[src/rtl/nd_base_counter_if.sv]
// nd_base_counter_if: control inputs and count outputs of one nd_base_counter instance
interface nd_base_counter_if #(
    parameter int N = 4,
    parameter int B = 10
);
    localparam int W = (B <= 2) ? 1 : $clog2(B);
    logic           m_ei;
    logic           m_up;
    logic           m_load;
    logic [N*W-1:0] m_d;
    logic           eu;
    logic [N*W-1:0] q;
    modport master (output m_ei, m_up, m_load, m_d, input eu, q);
    modport slave  (input m_ei, m_up, m_load, m_d, output eu, q);
endinterface

[src/rtl/nd_base_counter.sv]
// nd_base_counter: N-digit base-B up/down counter with load and eu/m_ei cascading.
// Define ND_BASE_COUNTER_SAT_EN to saturate at terminal count instead of wrapping.
module nd_base_counter #(
    parameter int N = 4,
    parameter int B = 10
) (
    input  logic              m_clock,
    input  logic              m_reset,
    nd_base_counter_if.slave  bus
);
    localparam int W = (B <= 2) ? 1 : $clog2(B);
    localparam logic [W-1:0] MAX = W'(B - 1);
    logic [N-1:0][W-1:0] q_q, q_d;
    logic [N:0]          en;
    // en[i] enables digit i; en[N] means the whole counter is at terminal count and enabled
    always_comb begin
        en[0] = bus.m_ei;
        for (int i = 0; i < N; i++) begin
            en[i+1] = en[i] & (bus.m_up ? q_q[i] == MAX : q_q[i] == '0);
            q_d[i] = !en[i] ? q_q[i] :
                     bus.m_up ? (q_q[i] == MAX ? '0 : q_q[i] + 1'b1) :
                                (q_q[i] == '0 ? MAX : q_q[i] - 1'b1);
        end
`ifdef ND_BASE_COUNTER_SAT_EN
        if (en[N]) q_d = q_q;
`endif
        if (bus.m_load)
            for (int i = 0; i < N; i++)
                q_d[i] = (32'(bus.m_d[i*W +: W]) >= B) ? MAX : bus.m_d[i*W +: W];
    end
    always_ff @(posedge m_clock)
        if (m_reset) q_q <= '0;
        else q_q <= q_d;
    assign bus.eu = en[N] & ~bus.m_load;
    assign bus.q  = q_q;
endmodule
[src/flat_wrapper.sv]
// flat-port wrapper written by rule: the top's interface ports become plain ports
module nd_base_counter_flat 
#(
    parameter int N = 4,
    parameter int B = 10
)
  (m_clock, m_reset, bus_m_ei, bus_m_up, bus_m_load, bus_m_d, bus_eu, bus_q);
  nd_base_counter_if #(.N(N), .B(B)) bus_i ();
  input  logic m_clock;
  input  logic m_reset;
  input wire logic [$bits(bus_i.m_ei)-1:0] bus_m_ei;
  input wire logic [$bits(bus_i.m_up)-1:0] bus_m_up;
  input wire logic [$bits(bus_i.m_load)-1:0] bus_m_load;
  input wire logic [$bits(bus_i.m_d)-1:0] bus_m_d;
  output wire logic [$bits(bus_i.eu)-1:0] bus_eu;
  output wire logic [$bits(bus_i.q)-1:0] bus_q;
  assign bus_i.m_ei = bus_m_ei;
  assign bus_i.m_up = bus_m_up;
  assign bus_i.m_load = bus_m_load;
  assign bus_i.m_d = bus_m_d;
  assign bus_eu = bus_i.eu;
  assign bus_q = bus_i.q;
  nd_base_counter #(.N(N), .B(B)) u_core (.m_clock(m_clock), .m_reset(m_reset), .bus(bus_i));
endmodule
[config.mk]
export PLATFORM = sky130hd
export DESIGN_NAME = nd_base_counter_flat
export DESIGN_NICKNAME = d
export VERILOG_FILES = /design/src/rtl/nd_base_counter_if.sv /design/src/rtl/nd_base_counter.sv /design/src/flat_wrapper.sv
export SDC_FILE = /design/constraint.sdc
export NUM_CORES = 1
export LEC_CHECK = 0
export ABC_CLOCK_PERIOD_IN_PS = 2700
export CAP_MARGIN = 40
export CELL_PAD_IN_SITES_DETAIL_PLACEMENT = 1
export CELL_PAD_IN_SITES_GLOBAL_PLACEMENT = 2
export CORE_MARGIN = 2
export CORE_UTILIZATION = 27
export DETAILED_ROUTE_END_ITERATION = 12
export PLACE_DENSITY_LB_ADDON = 0.1
export SLEW_MARGIN = 20
export SYNTH_ARGS = -nofsm -noshare
export SYNTH_HDL_FRONTEND = slang
export SYNTH_SLANG_ARGS = --single-unit
[constraint.sdc]
create_clock -name m_clock -period 2.7 [get_ports m_clock]
set_input_delay 0.675 -clock m_clock [delete_from_list [all_inputs] [get_ports m_clock]]
set_output_delay 0.675 -clock m_clock [all_outputs]
set_load 0.05 [all_outputs]
==> summary by stage, run 1 <==
Worst setup path
The data arrival time of the worst path is 1.97 ns. Counting both buffers and inverters, the worst setup path holds a total of 2. The classification of the worst setup path is in -> out. The category of the worst setup path capture point is an output port. In this design, the stage delay of the slowest critical-path cell is 0.38 ns.

The critical path crosses 5 cells after its start point. Measured in cells, the most critical reg-to-reg path has a length of 6. The beginning of the worst register-to-register path is u_core.bus.q[0]$_SDFFE_PP0P_. The kind of start point of the critical path is an input port.

Following the worst setup path forward leads to its endpoint at bus_eu. The required arrival time at the worst endpoint is 2.03 ns. The cell type of the slowest stage on the worst timing path is sky130_fd_sc_hd__or3_4.

The startpoint of the worst setup timing path is bus_m_up. Traced cell by cell, the critical path runs through buf_2 -> or3_4 -> a2111oi_4 -> and4b_2 -> buf_12. The reg2reg setup slack is ~0.74 ns. Grouping stages by cell kind, the critical path spends the most delay in simple AND/OR/NAND/NOR gates. Of all nets on the critical path, the largest fanout is 4. The worst register-to-register path ends at u_core.bus.q[13]$_SDFFE_PP0P_.

Synthesis
Of the synthesized area, sequential elements account for 0.214. Of the post-synthesis cell area, the dominant cell type holds 0.214. The synthesized netlist net count is between 200 and 250.

The cell count after synthesis is between 200 and 250. By area the synthesized netlist is led by sky130_fd_sc_hd__dfxtp_1 21%, sky130_fd_sc_hd__o21ai_0 4.7%, sky130_fd_sc_hd__nor2_1 4.5%, sky130_fd_sc_hd__nand2_1 4.3%, sky130_fd_sc_hd__clkbuf_1 3.8%. Summed over all instances, the cell type with the most area after synthesis is sky130_fd_sc_hd__dfxtp_1.

The primary flip-flop cell chosen by synthesis mapping is sky130_fd_sc_hd__dfxtp_1. Yosys printed 0 warnings. The area of the mapped netlist is 1500 um^2. The average size of a mapped cell is 7.14 um^2. Counting flops with an async set or reset pin after synthesis yields a share of 0. In this run, distinct cell masters in the synthesized netlist total 54. The synthesized design contains 0 enable-type register cells. The most instantiated library cell after synthesis is sky130_fd_sc_hd__nor2_1. In this run, synthesis produced a sequential element count of 16. Sorting the synthesized cells by how often they occur yields 18 x sky130_fd_sc_hd__nor2_1, 17 x sky130_fd_sc_hd__nand2_1, 16 x sky130_fd_sc_hd__dfxtp_1.

Clocking
CTS built an H-tree with a depth of 1. Counting every sink on the clock net gives 16. The number of post-CTS setup repair buffers is 0.

The number of gates resized after CTS was 8. After clock tree synthesis, the clock-pin slew on the worst setup and hold paths is 0.07 ns. TritonCTS built the clock tree. The clock reaches the later pin of the worst-skew pair after 0.26 ns.

The clock passes through at most 2 buffers. The root buffer selected by CTS is sky130_fd_sc_hd__clkbuf_8. For this design, the CTS-stage hold fixing added 0 buffers. The TritonCTS buffer count is 3.

Global routing
The global-route congestion overflow total is 0. The number of global-route vias before repair is 1832. The global-route wire length before repair is about 8900 um. The number of antenna violations at the first check in global routing is 0. The pin count of the biggest net entering global routing is 22. In the global route stage, overall resource usage came out at 0.178.

Run
The max-cap violation count is 0.

Drt
The routed layout has between 1500 and 2000 vias. Once detail routing completed, the nets flagged for antenna violations numbered 0. Dividing the detail-routed wire length by the instance count gives around 17 um. In the routed design, unresolved DRC markers number 0. The detailed router finished its first iteration with 64 violations. The total detailed-routing wirelength is 5330 um.

The number of optimization iterations in the first detailed-route pass is 4. The via-per-instance ratio is 5.54.

Floorplan
The die is around 80 um tall. The number of top-level pins is 38. The region available for standard cell placement spans 5440 um^2. The initial core utilization is 0.276.

The number of placement rows is 27. The horizontal die dimension is 78.5 um. The die area is 6170 um^2.

Timing
The count of pins over their slew limit came to 0. The post-route minimum period is 2.64 ns. The worst pin sits at a relative slew slack of 0.657.

For the final database, setup skew stands at between 0.006 and 0.007 ns. Setup repair after global routing left no endpoint under its margin. The number of hold violations in the final report came to 0. The count of final setup violators is 0. The fmax is 378 MHz.

Of the available clock period, the critical path in the final layout requires 0.979. For the pin with the worst max-slew slack, the measured transition is 0.512 ns.

Layout
Of the cells placed in the final design, the portion with a size suffix greater than 1 is 0.140. The flip-flop count of the largest register, all copies and words added is 16. The signed area change from the synthesized netlist to the final layout is 40.0%.

0 antenna diodes ended up in the layout. Once layout is complete, the utilization of the core stands at 0.386. The final layout contains between 200 and 300 nets.

Placed design
Detailed placement finished with a half-perimeter wire length of 4010 um. The number of I/O port buffers is 37. At the end of routability-driven placement, the weighted congestion stood at 0.785.

Pwr
The cell leakage power is between 0.7 and 0.8 nW. The power density of the placed cells is 394 nW/um^2. The total power is 0.828 mW. IR analysis of the VDD net gives a maximum drop of 177 uV.

Worst hold path
The tightest min-delay check is of the reg -> reg type.

Outcome
The run finished with clean final reports.
[cell families (layout without fill, tap and decap cells)]
group,after synthesis,in the layout,synth area share
and+or+nand+nor,84,84,0.302
xor gates and xnor gates,9,9,0.0525
DFF,16,16,0.214
AOI/OAI and AO/OA,71,71,0.343
muxes,3,3,0.0200
buffers and inverters,27,67,0.0692
[cells in the final DEF (no fill, tap or decap), types with 3 or more instances in the layout]
master,n
sky130_fd_sc_hd__o211ai_1,4
sky130_fd_sc_hd__inv_1,8
sky130_fd_sc_hd__o21ai_0,14
sky130_fd_sc_hd__nand2_1,17
sky130_fd_sc_hd__nand2b_1,6
sky130_fd_sc_hd__clkdlybuf4s50_1,35
sky130_fd_sc_hd__a221oi_1,4
sky130_fd_sc_hd__a211oi_1,3
sky130_fd_sc_hd__dfxtp_1,16
sky130_fd_sc_hd__a31oi_1,3
sky130_fd_sc_hd__clkbuf_8,3
sky130_fd_sc_hd__o21bai_1,3
sky130_fd_sc_hd__nor4_1,3
sky130_fd_sc_hd__buf_4,19
sky130_fd_sc_hd__o22ai_1,7
sky130_fd_sc_hd__xor2_1,4
sky130_fd_sc_hd__nor3_1,7
sky130_fd_sc_hd__nand3_1,7
sky130_fd_sc_hd__xnor2_1,5
sky130_fd_sc_hd__and3_1,4
sky130_fd_sc_hd__mux2i_1,3
sky130_fd_sc_hd__nand4_1,3
sky130_fd_sc_hd__a21oi_1,11
sky130_fd_sc_hd__nor2_1,18
sky130_fd_sc_hd__nor2b_1,3
[layout make-up]
cell class | instances | area [um^2]
Clock buffer | 3 | 41.3
Inverter | 8 | 30.0
Timing Repair Buffer | 56 | 518
Tap cell | 72 | 90.1
Fill cell | 661 | 3340
Sequential cell | 16 | 320
Multi-Input combinational cell | 167 | 1100
[routing by layer]
metal  vias up  routed length, um  track usage
li1        868                  -            -
met1       878               2470        0.216
met2        35               2630        0.321
met3         4                182       0.0322
met4         0                 44       0.0439
met5         -                  0            0
[worst reg2reg max path: cells and delay by family, from the launching register on]
family | cells | cell delay [ns]
simple gates | 3 | 0.89
buf+inv | 1 | 0.16
flops | 1 | 0.35
compound gates | 2 | 0.45
[worst min-delay path by stage]
stage / start / end / slack [ns] / depth (start not counted)
final: u_core.bus.q[0]$_SDFFE_PP0P_ / u_core.bus.q[0]$_SDFFE_PP0P_ / 0.64 / 2
after global routing: u_core.bus.q[0]$_SDFFE_PP0P_ / u_core.bus.q[0]$_SDFFE_PP0P_ / 0.66 / 2
after CTS: u_core.bus.q[0]$_SDFFE_PP0P_ / u_core.bus.q[0]$_SDFFE_PP0P_ / 0.64 / 2
after detailed placement: u_core.bus.q[0]$_SDFFE_PP0P_ / u_core.bus.q[0]$_SDFFE_PP0P_ / 0.63 / 2
after global placement: u_core.bus.q[9]$_SDFFE_PP0P_ / u_core.bus.q[9]$_SDFFE_PP0P_ / 0.61 / 2
after floorplan: u_core.bus.q[1]$_SDFFE_PP0P_ / u_core.bus.q[2]$_SDFFE_PP0P_ / 0.80 / 2
[power breakdown]
group / internal, mW / leakage (nW) / switching, mW
clock network: 0.0995 / 0.0216 / 0.0991
logic: 0.149 / 0.590 / 0.199
registers: 0.253 / 0.132 / 0.0284
[through the flow]
| stage | instances | area (um^2) | setup slack (ns) | setup TNS [ns] | hold WS, ns |
|---|---|---|---|---|---|
| floorplan | 210 | 1500 | 0.0629 | 0 | 0.803 |
| global placement | 319 | 2040 | -0.293 | -0.293 | 0.610 |
| detailed placement | 319 | 2040 | -0.364 | -0.682 | 0.626 |
| CTS | 322 | 2100 | 0.0488 | 0 | 0.643 |
| global route | 322 | 2100 | 0.0161 | 0 | 0.662 |
| finish | 322 | 2100 | 0.0562 | 0 | 0.639 |
No activity file was read; power rests on OpenSTA's default activity.
==> run 2: changes to the inputs <==
--- a/config.mk
+++ b/config.mk
@@ -5,14 +5,15 @@
 export SDC_FILE = /design/constraint.sdc
 export NUM_CORES = 1
 export LEC_CHECK = 0
-export ABC_CLOCK_PERIOD_IN_PS = 2700
+export ABC_CLOCK_PERIOD_IN_PS = 3200
 export CAP_MARGIN = 40
 export CELL_PAD_IN_SITES_DETAIL_PLACEMENT = 1
 export CELL_PAD_IN_SITES_GLOBAL_PLACEMENT = 2
 export CORE_MARGIN = 2
-export CORE_UTILIZATION = 27
+export CORE_UTILIZATION = 29
 export DETAILED_ROUTE_END_ITERATION = 12
 export PLACE_DENSITY_LB_ADDON = 0.1
+export SETUP_SLACK_MARGIN = 0.02
 export SLEW_MARGIN = 20
 export SYNTH_ARGS = -nofsm -noshare
 export SYNTH_HDL_FRONTEND = slang
==> constraint.sdc (replaced) <==
create_clock -name m_clock -period 3.2 [get_ports m_clock]
set_input_delay 0.8 -clock m_clock [delete_from_list [all_inputs] [get_ports m_clock]]
set_output_delay 0.8 -clock m_clock [all_outputs]
set_load 0.05 [all_outputs]
==> run 2 against run 1 <==
Combinational power is 26% lower. Sequential power is 11% lower. Largest cell class unchanged. Clock power is 19% lower. Via count is 3.6% lower. Cell count is 3.4% lower. Final area is 4.2% lower. Largest power group unchanged. Total power is 19% lower.
==> summary by stage, run 2 (synthesized netlist as in run 1, its figures left out) <==
Clocking
The number of buffers inserted for hold repair after clock tree synthesis is 0 (unchanged). The clock tree from TritonCTS is yes (unchanged). The number of post-CTS setup repair buffers is 0 (unchanged). The clock edge transition at the registers on the reported setup and hold paths was 0.07 ns (about the same). The root buffer selected by CTS is sky130_fd_sc_hd__clkbuf_8 (unchanged). The number of cells upsized or downsized after cts was 3 (was 8).

The total clock sinks came to 16 (unchanged). The maximum buffer depth of the clock tree was 2 (unchanged). The clock latency at the later pin of the worst-skew pair is 0.25 ns (was 0.26 ns). The H-tree depth reported by CTS was 1 (unchanged). The TritonCTS buffer count is 3 (unchanged).

Run
The max-cap violation count is 0 (unchanged).

Floorplan
The number of placement rows is 26 (was 27). The number of top-level pins was 38 (unchanged). The initial core utilization is 0.298 (was 0.276).

The core region area was 5040 um^2 (was 5440 um^2). The die outline height is 75.9 um (was 78.5 um). The horizontal die dimension was 75.9 um (was 78.5 um). The die area is 5760 um^2 (was 6170 um^2).

Timing
The count of pins over their slew limit was 0 (unchanged). The transition time of the tightest slew-check pin came to 0.536 ns (was 0.512 ns). The count of final setup violators is 0 (unchanged). RSZ-0062 raised after global routing: no (unchanged). In the finished design, the share of the clock period the worst path needs comes to 0.958. The post-route minimum period is 3.07 ns. The number of hold violations in the final report came to 0 (unchanged). The worst clock skew on the final layout is 0.00266 ns (was 0.00677 ns). The post-route worst hold slack is 0.640 ns (was 0.639 ns).

The fmax is between 300 and 400 MHz. The tightest slew margin relative to the limit came to 0.642 (was 0.657).

Layout
The final core utilization is 0.399 (was 0.386). The cell area after layout is 2010 um^2 (was 2100 um^2). The final instance count without filler cells was 311 (was 322). The layout net count was 264 (was 273). Top library cells by usage in the layout, fill and taps aside: 35 x sky130_fd_sc_hd__clkdlybuf4s50_1, 18 x sky130_fd_sc_hd__nor2_1, 17 x sky130_fd_sc_hd__nand2_1 (was 35 x sky130_fd_sc_hd__clkdlybuf4s50_1, 19 x sky130_fd_sc_hd__buf_4, 18 x sky130_fd_sc_hd__nor2_1).

The signed area change from the synthesized netlist to the final layout was 34.1% (was 40.0%). The most common cell after layout, fill and taps aside is sky130_fd_sc_hd__clkdlybuf4s50_1 (unchanged). The fill cell instance count of the final layout is 629 (was 661). The flip-flop count of the largest register, all copies and words added was 16 (unchanged).

The share of post-route cells with drive strength above 1 is 0.0954 (was 0.140). The count of antenna diodes in the layout is 0 (unchanged).

Outcome
Run status: finished, final reports clean (unchanged).

Worst setup path
The classification of the worst setup path is in -> out (unchanged). The startpoint of the worst setup timing path was bus_m_up (unchanged). The data arrival time of the worst path is 2.27 ns (was 1.97 ns). The reg2reg setup slack was 1.07 ns (was 0.74 ns). The category of the worst setup path capture point is an output port (unchanged). The maximum fanout along the worst path was 5 (was 4).

The beginning of the worst register-to-register path is u_core.bus.q[4]$_SDFFE_PP0P_ (was u_core.bus.q[0]$_SDFFE_PP0P_). The required arrival time at the worst endpoint is 2.40 ns (was 2.03 ns). The kind of start point of the critical path is an input port (unchanged). The depth of the worst register-to-register path is 6 (unchanged).

The end of the worst register-to-register path is u_core.bus.q[13]$_SDFFE_PP0P_ (unchanged).

Drt
The number of optimization iterations in the first detailed-route pass is 4 (unchanged). The number of nets with antenna violations after routing is 0 (unchanged). The total detailed-routing wirelength is 5050 um (was 5330 um).

The vias after detailed routing is 1720 (was 1785). The number of DRC markers after the initial detailed-route iteration is 73 (was 64). The number of remaining DRC errors is 0 (unchanged). The per-cell routed wire length is 16.2 um (was 16.5 um). The via-per-instance ratio was 5.53 (was 5.54).

Global routing
The global routing met2 resource utilization is 0.320 (was 0.321). The most used routing layer is met2 (unchanged). The pin count of the biggest net entering global routing came to 22 (unchanged). The global routing met3 resource utilization came to 0.0250 (was 0.0322). The met1 global-route usage is 0.232 (was 0.216). The number of global-route vias before repair is 1774 (was 1832). The global-route wire length before repair is 8610 um (was 8890 um). The global-route congestion overflow total is 0 (unchanged). The number of antenna violations at the first check in global routing is 0 (unchanged). The global-route total usage across every layer is 0.181 (was 0.178).

Worst hold path
The worst hold path class was reg -> reg (unchanged). The terminating pin of the worst hold path is u_core.bus.q[9]$_SDFFE_PP0P_ (was u_core.bus.q[0]$_SDFFE_PP0P_). The hold path depth came to 2 (unchanged). The startpoint of the most critical hold path is u_core.bus.q[9]$_SDFFE_PP0P_ (was u_core.bus.q[0]$_SDFFE_PP0P_).

Pwr
The cell leakage power is 0.699 nW (was 0.744 nW). The highest ir drop seen on vdd is 134 uV (was 177 uV). The power density of the placed cells is 334 nW/um^2 (was 394 nW/um^2).

Placed design
The cell count after placement is 308 (was 319). The weighted congestion reported at the end of routability-driven placement is 0.758 (was 0.785). The post-detailed-placement cell area was 1970 um^2 (was 2040 um^2). The half-perimeter wire length after placement came to 3740 um (was 4010 um). The number of I/O port buffers is 37 (unchanged).
-- run 2: cell types whose count changed in the layout (fill, tap and decap cells not counted), sizes merged --
cell,before,now
buf,21,11
dlygate4sd2,0,1
-- run 2: final cells by class --
type | instances | area (um^2) | share of cell area
tap | 70 | 87.6 | 0.0435
inverter | 8 | 30.0 | 0.0149
multi-input combinational | 167 | 1080 | 0.536
timing repair buffer | 47 | 454 | 0.226
clock buffer | 3 | 41.3 | 0.0205
sequential | 16 | 320 | 0.159
-- run 2: how the worst max path moves through the flow --
stage,to,cells past startpoint
after floorplan,bus_eu,5
after global placement,bus_eu,5
after detailed placement,bus_eu,6
after CTS,bus_eu,5
after global routing,bus_eu,5
final,bus_eu,5
-- run 2: critical path, cell delays in order --
cell,delay (ns)
sky130_fd_sc_hd__dlygate4sd2_1,0.29
sky130_fd_sc_hd__or3_1,0.33
sky130_fd_sc_hd__a2111oi_1,0.39
sky130_fd_sc_hd__and4b_2,0.32
sky130_fd_sc_hd__buf_12,0.14
-- run 2: per-stage QoR --
| step | setup WS, ns | TNS, ns | power, mW |
|---|---|---|---|
| floorplan | 0.210 | 0 | 0.418 |
| global placement | -0.0847 | -0.0847 | 0.507 |
| detailed placement | -0.118 | -0.118 | 0.515 |
| CTS | 0.134 | 0 | 0.683 |
| global route | 0.0508 | 0 | 0.719 |
| finish | 0.133 | 0 | 0.672 |
-- run 2: power breakdown --
group          switching, mW  internal, mW  total (mW)
registers             0.0376         0.213       0.251
logic                  0.147         0.113       0.260
clock network         0.0774        0.0837       0.161
total                  0.262         0.410       0.672
-- run 2: routing by layer --
layer | wire (um) | part of all wire
met5 | 0 | 0
met1 | 2380 | 0.47
met4 | 54 | 0.011
met3 | 136 | 0.027
met2 | 2480 | 0.49
